--- config.mk ---
export PLATFORM = sky130hd
export DESIGN_NAME = bp_hidden_scheduler
export DESIGN_NICKNAME = d
export VERILOG_FILES = /design/src/rtl/bp_sched_pkg.sv /design/src/rtl/bp_tag_fifo.sv /design/src/rtl/bp_hidden_scheduler.sv
export SDC_FILE = /design/constraint.sdc
export NUM_CORES = 1
export LEC_CHECK = 0
export CAP_MARGIN = 20
export CORE_UTILIZATION = 40
export CTS_CLUSTER_DIAMETER = 30
export DETAILED_ROUTE_END_ITERATION = 8
export GPL_ROUTABILITY_DRIVEN = 0
export PLACE_DENSITY = 0.8
export SYNTH_ARGS = -nofsm -noshare
export SYNTH_HDL_FRONTEND = slang
export SYNTH_SLANG_ARGS = --single-unit
--- constraint.sdc ---
create_clock -name clk -period 2.5 [get_ports clk]
set_clock_uncertainty 0.15 [all_clocks]
set_input_delay 0.25 -clock clk [delete_from_list [all_inputs] [get_ports clk]]
set_output_delay 0.25 -clock clk [all_outputs]
set_load 0.02 [all_outputs]
--- src/rtl/bp_sched_pkg.sv ---
// Shared types and helpers for the hidden-layer back-propagation scheduler.
// Holds the FSM state type, the IEEE-754 one constant and the counter sizing rule.
package bp_sched_pkg;

  typedef enum logic [1:0] {
    ST_IDLE  = 2'd0,
    ST_FETCH = 2'd1,
    ST_DRAIN = 2'd2,
    ST_DONE  = 2'd3
  } sched_state_e;

  localparam logic [31:0] FLOAT_ONE = 32'h3F80_0000;

  // Bits needed to hold every value from 0 up to and including n.
  function automatic int cnt_width(input int n);
    return $clog2(n + 1);
  endfunction

endpackage

--- src/rtl/bp_tag_fifo.sv ---
// In-order tag FIFO holding the node index of every request in flight in the datapath.
// A push into a full FIFO is accepted only when a pop frees a slot in the same cycle.
module bp_tag_fifo
  import bp_sched_pkg::*;
#(
  parameter int DEPTH = 4,
  parameter int WIDTH = 11
) (
  input  logic             clk,
  input  logic             rst_n,
  input  logic             srst,
  input  logic             push,
  input  logic [WIDTH-1:0] push_data,
  input  logic             pop,
  output logic [WIDTH-1:0] head,
  output logic             full,
  output logic             empty
);

  localparam int PTR_W = (DEPTH > 1) ? $clog2(DEPTH) : 1;
  localparam int CNT_W = cnt_width(DEPTH);
  localparam logic [PTR_W-1:0] PTR_LAST = PTR_W'(DEPTH - 1);
  localparam logic [CNT_W-1:0] CNT_FULL = CNT_W'(DEPTH);

  logic [WIDTH-1:0] mem_r [DEPTH];
  logic [PTR_W-1:0] wr_ptr_r;
  logic [PTR_W-1:0] rd_ptr_r;
  logic [CNT_W-1:0] count_r;
  logic             do_push_s;
  logic             do_pop_s;

  function automatic logic [PTR_W-1:0] ptr_inc(input logic [PTR_W-1:0] p);
    return (p == PTR_LAST) ? '0 : p + PTR_W'(1);
  endfunction

  assign do_pop_s  = pop && (count_r != '0);
  assign do_push_s = push && ((count_r != CNT_FULL) || do_pop_s);
  assign head      = mem_r[rd_ptr_r];
  assign full      = (count_r == CNT_FULL);
  assign empty     = (count_r == '0);

  // Pointer and occupancy tracking; srst flushes everything at once
  always_ff @(posedge clk or negedge rst_n) begin
    if (!rst_n) begin
      wr_ptr_r <= '0;
      rd_ptr_r <= '0;
      count_r  <= '0;
    end else if (srst) begin
      wr_ptr_r <= '0;
      rd_ptr_r <= '0;
      count_r  <= '0;
    end else begin
      if (do_push_s) wr_ptr_r <= ptr_inc(wr_ptr_r);
      if (do_pop_s)  rd_ptr_r <= ptr_inc(rd_ptr_r);
      count_r <= count_r + CNT_W'(do_push_s) - CNT_W'(do_pop_s);
    end
  end

  // Tag storage
  always_ff @(posedge clk or negedge rst_n) begin
    if (!rst_n) begin
      for (int i = 0; i < DEPTH; i++) mem_r[i] <= '0;
    end else if (do_push_s) begin
      mem_r[wr_ptr_r] <= push_data;
    end
  end

endmodule

--- src/rtl/bp_hidden_scheduler.sv ---
// Time-shares one back-propagation datapath across all hidden nodes of a layer.
// Optional watchdog on a stalled datapath: define BP_SCHED_TIMEOUT_EN.
module bp_hidden_scheduler
  import bp_sched_pkg::*;
#(
  parameter int DATA_WIDTH          = 32,
  parameter int ADDRESS_WIDTH       = 11,
  parameter int NUMBER_OF_BACK_NODE = 32,
  parameter int MAX_OUTSTANDING     = 4,
  parameter int TIMEOUT_CYCLES      = 64
) (
  input  logic                     clk,
  input  logic                     rst_n,
  input  logic                     i_start,
  output logic                     o_busy,
  output logic                     o_done,
  output logic                     o_error,
  output logic                     o_node_rd_en,
  output logic [ADDRESS_WIDTH-1:0] o_node_rd_addr,
  input  logic [DATA_WIDTH-1:0]    i_node_rd_data,
  output logic                     o_dp_valid,
  output logic [ADDRESS_WIDTH-1:0] o_dp_node_addr,
  output logic [DATA_WIDTH-1:0]    o_dp_data_node,
  input  logic                     i_dp_valid,
  input  logic [DATA_WIDTH-1:0]    i_dp_delta,
  output logic                     o_delta_wr_en,
  output logic [ADDRESS_WIDTH-1:0] o_delta_wr_addr,
  output logic [DATA_WIDTH-1:0]    o_delta_wr_data
);

  localparam int CNT_W = cnt_width(NUMBER_OF_BACK_NODE);
  localparam int CRD_W = cnt_width(MAX_OUTSTANDING);
  localparam logic [CNT_W-1:0] NODES   = CNT_W'(NUMBER_OF_BACK_NODE);
  localparam logic [CRD_W-1:0] CRD_MAX = CRD_W'(MAX_OUTSTANDING);

  sched_state_e             state_r;
  sched_state_e             state_nxt_s;
  logic [CNT_W-1:0]         rd_cnt_r;
  logic [CNT_W-1:0]         wr_cnt_r;
  logic [CRD_W-1:0]         credits_r;
  logic                     rd_en_r;
  logic [ADDRESS_WIDTH-1:0] rd_addr_r;
  logic                     dp_valid_r;
  logic [ADDRESS_WIDTH-1:0] dp_addr_r;
  logic                     wr_en_r;
  logic [ADDRESS_WIDTH-1:0] wr_addr_r;
  logic [DATA_WIDTH-1:0]    wr_data_r;
  logic                     busy_r;
  logic                     done_r;
  logic                     error_r;
  logic                     start_s;
  logic                     fetch_s;
  logic                     ret_s;
  logic                     spur_s;
  logic                     ovf_s;
  logic                     timeout_s;
  logic                     fifo_full_s;
  logic                     fifo_empty_s;
  logic [ADDRESS_WIDTH-1:0] fifo_head_s;

  assign start_s = (state_r == ST_IDLE) && i_start;
  assign ret_s   = i_dp_valid && !fifo_empty_s;
  assign spur_s  = i_dp_valid && fifo_empty_s;
  assign ovf_s   = dp_valid_r && fifo_full_s && !ret_s;
  // A return in the same cycle frees the credit the new fetch consumes.
  assign fetch_s = (state_r == ST_FETCH) && (rd_cnt_r < NODES) &&
                   ((credits_r < CRD_MAX) || ret_s) && !timeout_s;

`ifdef BP_SCHED_TIMEOUT_EN
  localparam int WD_W = cnt_width(TIMEOUT_CYCLES);
  localparam logic [WD_W-1:0] WD_LAST = WD_W'(TIMEOUT_CYCLES - 1);
  logic [WD_W-1:0] wd_cnt_r;
  logic            wd_arm_s;

  assign wd_arm_s  = ((state_r == ST_FETCH) || (state_r == ST_DRAIN)) &&
                     (credits_r != '0) && !i_dp_valid;
  assign timeout_s = wd_arm_s && (wd_cnt_r == WD_LAST);

  // Watchdog: consecutive cycles with work in flight and nothing returning
  always_ff @(posedge clk or negedge rst_n) begin
    if (!rst_n) begin
      wd_cnt_r <= '0;
    end else if (!wd_arm_s || timeout_s) begin
      wd_cnt_r <= '0;
    end else begin
      wd_cnt_r <= wd_cnt_r + WD_W'(1);
    end
  end
`else
  assign timeout_s = 1'b0;
`endif

  bp_tag_fifo #(
    .DEPTH (MAX_OUTSTANDING),
    .WIDTH (ADDRESS_WIDTH)
  ) u_tag_fifo (
    .clk       (clk),
    .rst_n     (rst_n),
    .srst      (start_s | timeout_s),
    .push      (dp_valid_r),
    .push_data (dp_addr_r),
    .pop       (ret_s),
    .head      (fifo_head_s),
    .full      (fifo_full_s),
    .empty     (fifo_empty_s)
  );

  // Next-state decode
  always_comb begin
    state_nxt_s = state_r;
    case (state_r)
      ST_IDLE: begin
        if (i_start) state_nxt_s = ST_FETCH;
        else         state_nxt_s = ST_IDLE;
      end
      ST_FETCH: begin
        if (timeout_s)               state_nxt_s = ST_DONE;
        else if (rd_cnt_r == NODES)  state_nxt_s = ST_DRAIN;
        else                         state_nxt_s = ST_FETCH;
      end
      ST_DRAIN: begin
        if (timeout_s || (wr_cnt_r == NODES)) state_nxt_s = ST_DONE;
        else                                  state_nxt_s = ST_DRAIN;
      end
      ST_DONE:  state_nxt_s = ST_IDLE;
      default:  state_nxt_s = ST_IDLE;
    endcase
  end

  // State register and status flags
  always_ff @(posedge clk or negedge rst_n) begin
    if (!rst_n) begin
      state_r <= ST_IDLE;
      busy_r  <= 1'b0;
      done_r  <= 1'b0;
      error_r <= 1'b0;
    end else begin
      state_r <= state_nxt_s;
      busy_r  <= (state_nxt_s != ST_IDLE);
      done_r  <= (state_nxt_s == ST_DONE);
      if (start_s) error_r <= 1'b0;
      else         error_r <= error_r | spur_s | ovf_s | timeout_s;
    end
  end

  // Fetch side: node RAM strobe, read counter, credits
  always_ff @(posedge clk or negedge rst_n) begin
    if (!rst_n) begin
      rd_en_r   <= 1'b0;
      rd_addr_r <= '0;
      rd_cnt_r  <= '0;
      credits_r <= '0;
    end else begin
      rd_en_r <= start_s | fetch_s;
      if (start_s) begin
        rd_addr_r <= '0;
        rd_cnt_r  <= CNT_W'(1);
        credits_r <= CRD_W'(1);
      end else begin
        if (fetch_s) rd_addr_r <= ADDRESS_WIDTH'(rd_cnt_r);
        rd_cnt_r <= rd_cnt_r + CNT_W'(fetch_s);
        if (timeout_s) credits_r <= '0;
        else           credits_r <= credits_r + CRD_W'(fetch_s) - CRD_W'(ret_s);
      end
    end
  end

  // Issue to the datapath and write-back of returned deltas
  always_ff @(posedge clk or negedge rst_n) begin
    if (!rst_n) begin
      dp_valid_r <= 1'b0;
      dp_addr_r  <= '0;
      wr_en_r    <= 1'b0;
      wr_addr_r  <= '0;
      wr_data_r  <= '0;
      wr_cnt_r   <= '0;
    end else begin
      dp_valid_r <= rd_en_r & ~timeout_s;
      dp_addr_r  <= rd_addr_r;
      wr_en_r    <= ret_s;
      if (ret_s) begin
        wr_addr_r <= fifo_head_s;
        wr_data_r <= i_dp_delta;
      end
      if (start_s) wr_cnt_r <= '0;
      else         wr_cnt_r <= wr_cnt_r + CNT_W'(ret_s);
    end
  end

  // The node RAM output is already registered; gate it so it reads zero when not issuing.
  assign o_dp_data_node  = dp_valid_r ? i_node_rd_data : '0;
  assign o_busy          = busy_r;
  assign o_done          = done_r;
  assign o_error         = error_r;
  assign o_node_rd_en    = rd_en_r;
  assign o_node_rd_addr  = rd_addr_r;
  assign o_dp_valid      = dp_valid_r;
  assign o_dp_node_addr  = dp_addr_r;
  assign o_delta_wr_en   = wr_en_r;
  assign o_delta_wr_addr = wr_addr_r;
  assign o_delta_wr_data = wr_data_r;

endmodule

==> impl_metrics.json <==
{
  "use_met3_pct": 3.70,
  "grt_pass1_wl_mm": 15.7,
  "dr.pass1.iters": 4,
  "placed_area_sq_um": 6430,
  "setup_tns_ps": 0,
  "vias": 3197,
  "fin_area_sq_um": 6760,
  "clock_latency_ps": 340,
  "status": "completed",
  "power.leakage_nw": 2.89,
  "cp_data_arrival_time_ps": 2590,
  "cpMaxStageDelayCell": "dfrtp_1",
  "synth-seq-cells": 104,
  "final_max_slew_viol_count": 0,
  "drc": 0,
  "drt_iter0_markers": 100,
  "cp-end-kind": "flop",
  "core_sq_um": 11400,
  "synth_cells": 351,
  "fp.dieH_um": 110,
  "yosysUniqueCellTypes": 42,
  "min_path_type": "flop to flop",
  "final_cell_mix": "clkdlybuf4s50_1, dfrtp_1, mux2_2, and2_1, nor2_1",
  "post-route-min-period_ps": 2480,
  "grt_setup_unrepaired": "true",
  "drive_gt1_share_pct": 22.6,
  "path_class": "flop to flop",
  "antenna_cells": 0,
  "worstMarginPinSlew_ps": 567,
  "postSynth.asyncResetShare_pct": 100,
  "placed_cells": 648,
  "powerDensity_nw_per_um2": 1210,
  "antenna_found_initial": 0,
  "ys.flop_type": "dfrtp_1",
  "fill_cells": 920,
  "die_w_um": 110,
  "busiest_layer": "met2",
  "htreeDepth": 3,
  "timing.final.crit_share_pct": 99.3,
  "syn_to_final_growth_pct": 44.5,
  "start_util_pct": 41.0,
  "synth.avg_cell_area_sq_um": 13.3,
  "io_pins": 171,
  "ant_nets": 0,
  "crit_chain": "buf_4, o31ai_4, inv_2, ha_1, inv_1, ha_1, inv_1, fa_2, xor2_2, and2_1, nor3_1",
  "critPathRequiredTime_ps": 2600,
  "maxSlewHeadroom_pct": 62.2,
  "syn_area_sq_um": 4680,
  "power_mw": 8.17,
  "yosysWarnings": 0,
  "synth_edf_count": 0,
  "cts_setup_buffers": 0,
  "ir_drop_uv": 511,
  "start_kind": "flop",
  "path_clk_slew_ps": 70,
  "hold-worst-slack_ps": 242,
  "grtUsageMet1_pct": 19.7,
  "ys_seq_area_share_pct": 55.6,
  "wl_mm": 10.5,
  "cp_top_family": "adder cells",
  "fmax_ghz": 0.403,
  "cts_buffer_depth": 2,
  "final-setup-viol-count": 0,
  "place_hpwl_mm": 7.78,
  "hold_viol_final": 0,
  "max_cap_viol_count": 0,
  "fin_cells": 665,
  "cts_tree": "built",
  "post-route-util_pct": 59.2,
  "routed_via_density": 4.81,
  "gr-total-overflow": 0,
  "cts_root_buf": "clkbuf_16",
  "dieArea_sq_um": 12100,
  "cts.sinks": 104,
  "port_buffers": 155,
  "layout.nets": 600,
  "use_met2_pct": 32.6,
  "grt_pass1_vias": 3177,
  "path_max_fanout": 6,
  "grt_start_max_net_pins": 55,
  "cpPeakStageDelay_ps": 380,
  "preCtsSetupSlack_ps": -153,
  "finalWorstSetupSlack_ps": 16.4,
  "routedWlPerCell_um": 15.7,
  "grtUsageTotal_pct": 17.4,
  "cp.buffers_inverters": 4,
  "final_common_cell": "clkdlybuf4s50_1",
  "numCtsBuffers": 9,
  "rows": 39
}
[sequential cells by signal, summed over array words and instances, names as in the netlist, 2 cells and up]
name	count
o_node_rd_addr	6
u_tag_fifo.mem_r	24
wr_cnt_r	6
u_tag_fifo.rd_ptr_r	2
credits_r	3
u_tag_fifo.wr_ptr_r	2
rd_cnt_r	6
state_r	2
u_tag_fifo.count_r	3
o_dp_node_addr	6
o_delta_wr_addr	6
o_delta_wr_data	32
[cell type report]
type / instances / area (sq um) / share of cell area, %
sequential: 104 / 2600 / 38.5
multi-input combinational: 221 / 1950 / 28.8
timing repair buffer: 170 / 1680 / 24.8
clock buffer: 9 / 225 / 3.33
tap: 143 / 179 / 2.65
clock inverter: 7 / 87.6 / 1.30
inverter: 11 / 41.3 / 0.611
[cells by family (layout without fill, tap and decap cells)]
kind of cell | after synthesis | in the layout | share of synthesized area [%]
multiplexers | 75 | 75 | 19.4
adder cells (fa/ha/maj) | 15 | 15 | 4.33
AND/OR/NAND/NOR | 92 | 92 | 11.9
buffers and inverters | 40 | 197 | 4.57
AO/OA/AOI/OAI | 15 | 15 | 2.38
other | 1 | 15 | 0.0801
XOR/XNOR | 9 | 9 | 1.68
flip-flops | 104 | 104 | 55.6
[worst paths after layout]
kind	start	endpoint	slack [ps]	depth (start not counted)
max	u_tag_fifo.count_r[2]	u_tag_fifo.count_r[2]	20	11
min	o_node_rd_en	o_dp_valid	240	0
max reg2reg	u_tag_fifo.count_r[2]	u_tag_fifo.count_r[2]	20	11
min reg2reg	o_node_rd_en	o_dp_valid	240	0
max in group asynchronous	rst_n	u_tag_fifo.count_r[1]	1300	3
min in group asynchronous	rst_n	o_delta_wr_data[2]	250	2
[report_power, final]
group	switching, mW	internal [mW]
Combinational	1.78	2.08
Clock	0.644	0.795
Sequential	0.499	2.37
Total	2.93	5.24
[metal layers]
layer	wire, um	vias up
li1	-	1503
met1	3880	1579
met2	5750	102
met3	700	13
met4	127	0
met5	0	-
[worst register-to-register path, stage by stage, from the launching register on]
cell,delay [ps]
dfrtp_1,380
buf_4,170
o31ai_4,270
inv_2,80
ha_1,290
inv_1,60
ha_1,130
inv_1,50
fa_2,360
xor2_2,170
and2_1,150
nor3_1,140
[cells in the mapped netlist (2+ instances only)]
cell type | number | area (sq um)
or2_2 | 2 | 12.5
clkbuf_1 | 7 | 26.3
o21ai_0 | 4 | 20.0
nand2_1 | 5 | 18.8
nor2b_1 | 9 | 56.3
buf_2 | 6 | 30.0
mux2_1 | 3 | 33.8
or4_1 | 2 | 15.0
and2_1 | 33 | 206
nand3_2 | 4 | 40.0
mux4_2 | 6 | 135
or3_1 | 3 | 18.8
nor3_1 | 2 | 10.0
fa_1 | 2 | 40.0
dfrtp_1 | 104 | 2600
nor2_1 | 17 | 63.8
inv_1 | 11 | 41.3
xor2_1 | 5 | 43.8
buf_4 | 15 | 113
a21oi_1 | 6 | 30.0
mux2_2 | 64 | 721
mux2i_1 | 2 | 20.0
nand3_1 | 5 | 25.0
xnor2_1 | 4 | 35.0
ha_1 | 13 | 163
[timing repair]
| item | 4_1_cts | 5_1_grt |
|---|---|---|
| pin swaps | 1 | 1 |
| gates cloned | 0 | 0 |
| gates resized for setup | 1 | 2 |
| endpoints found under the hold margin | 31 | 0 |
| endpoints found under the setup margin | 1 | 2 |
| hold buffers | 1 | 0 |
Note: power is estimated with default switching activity, not from simulation.
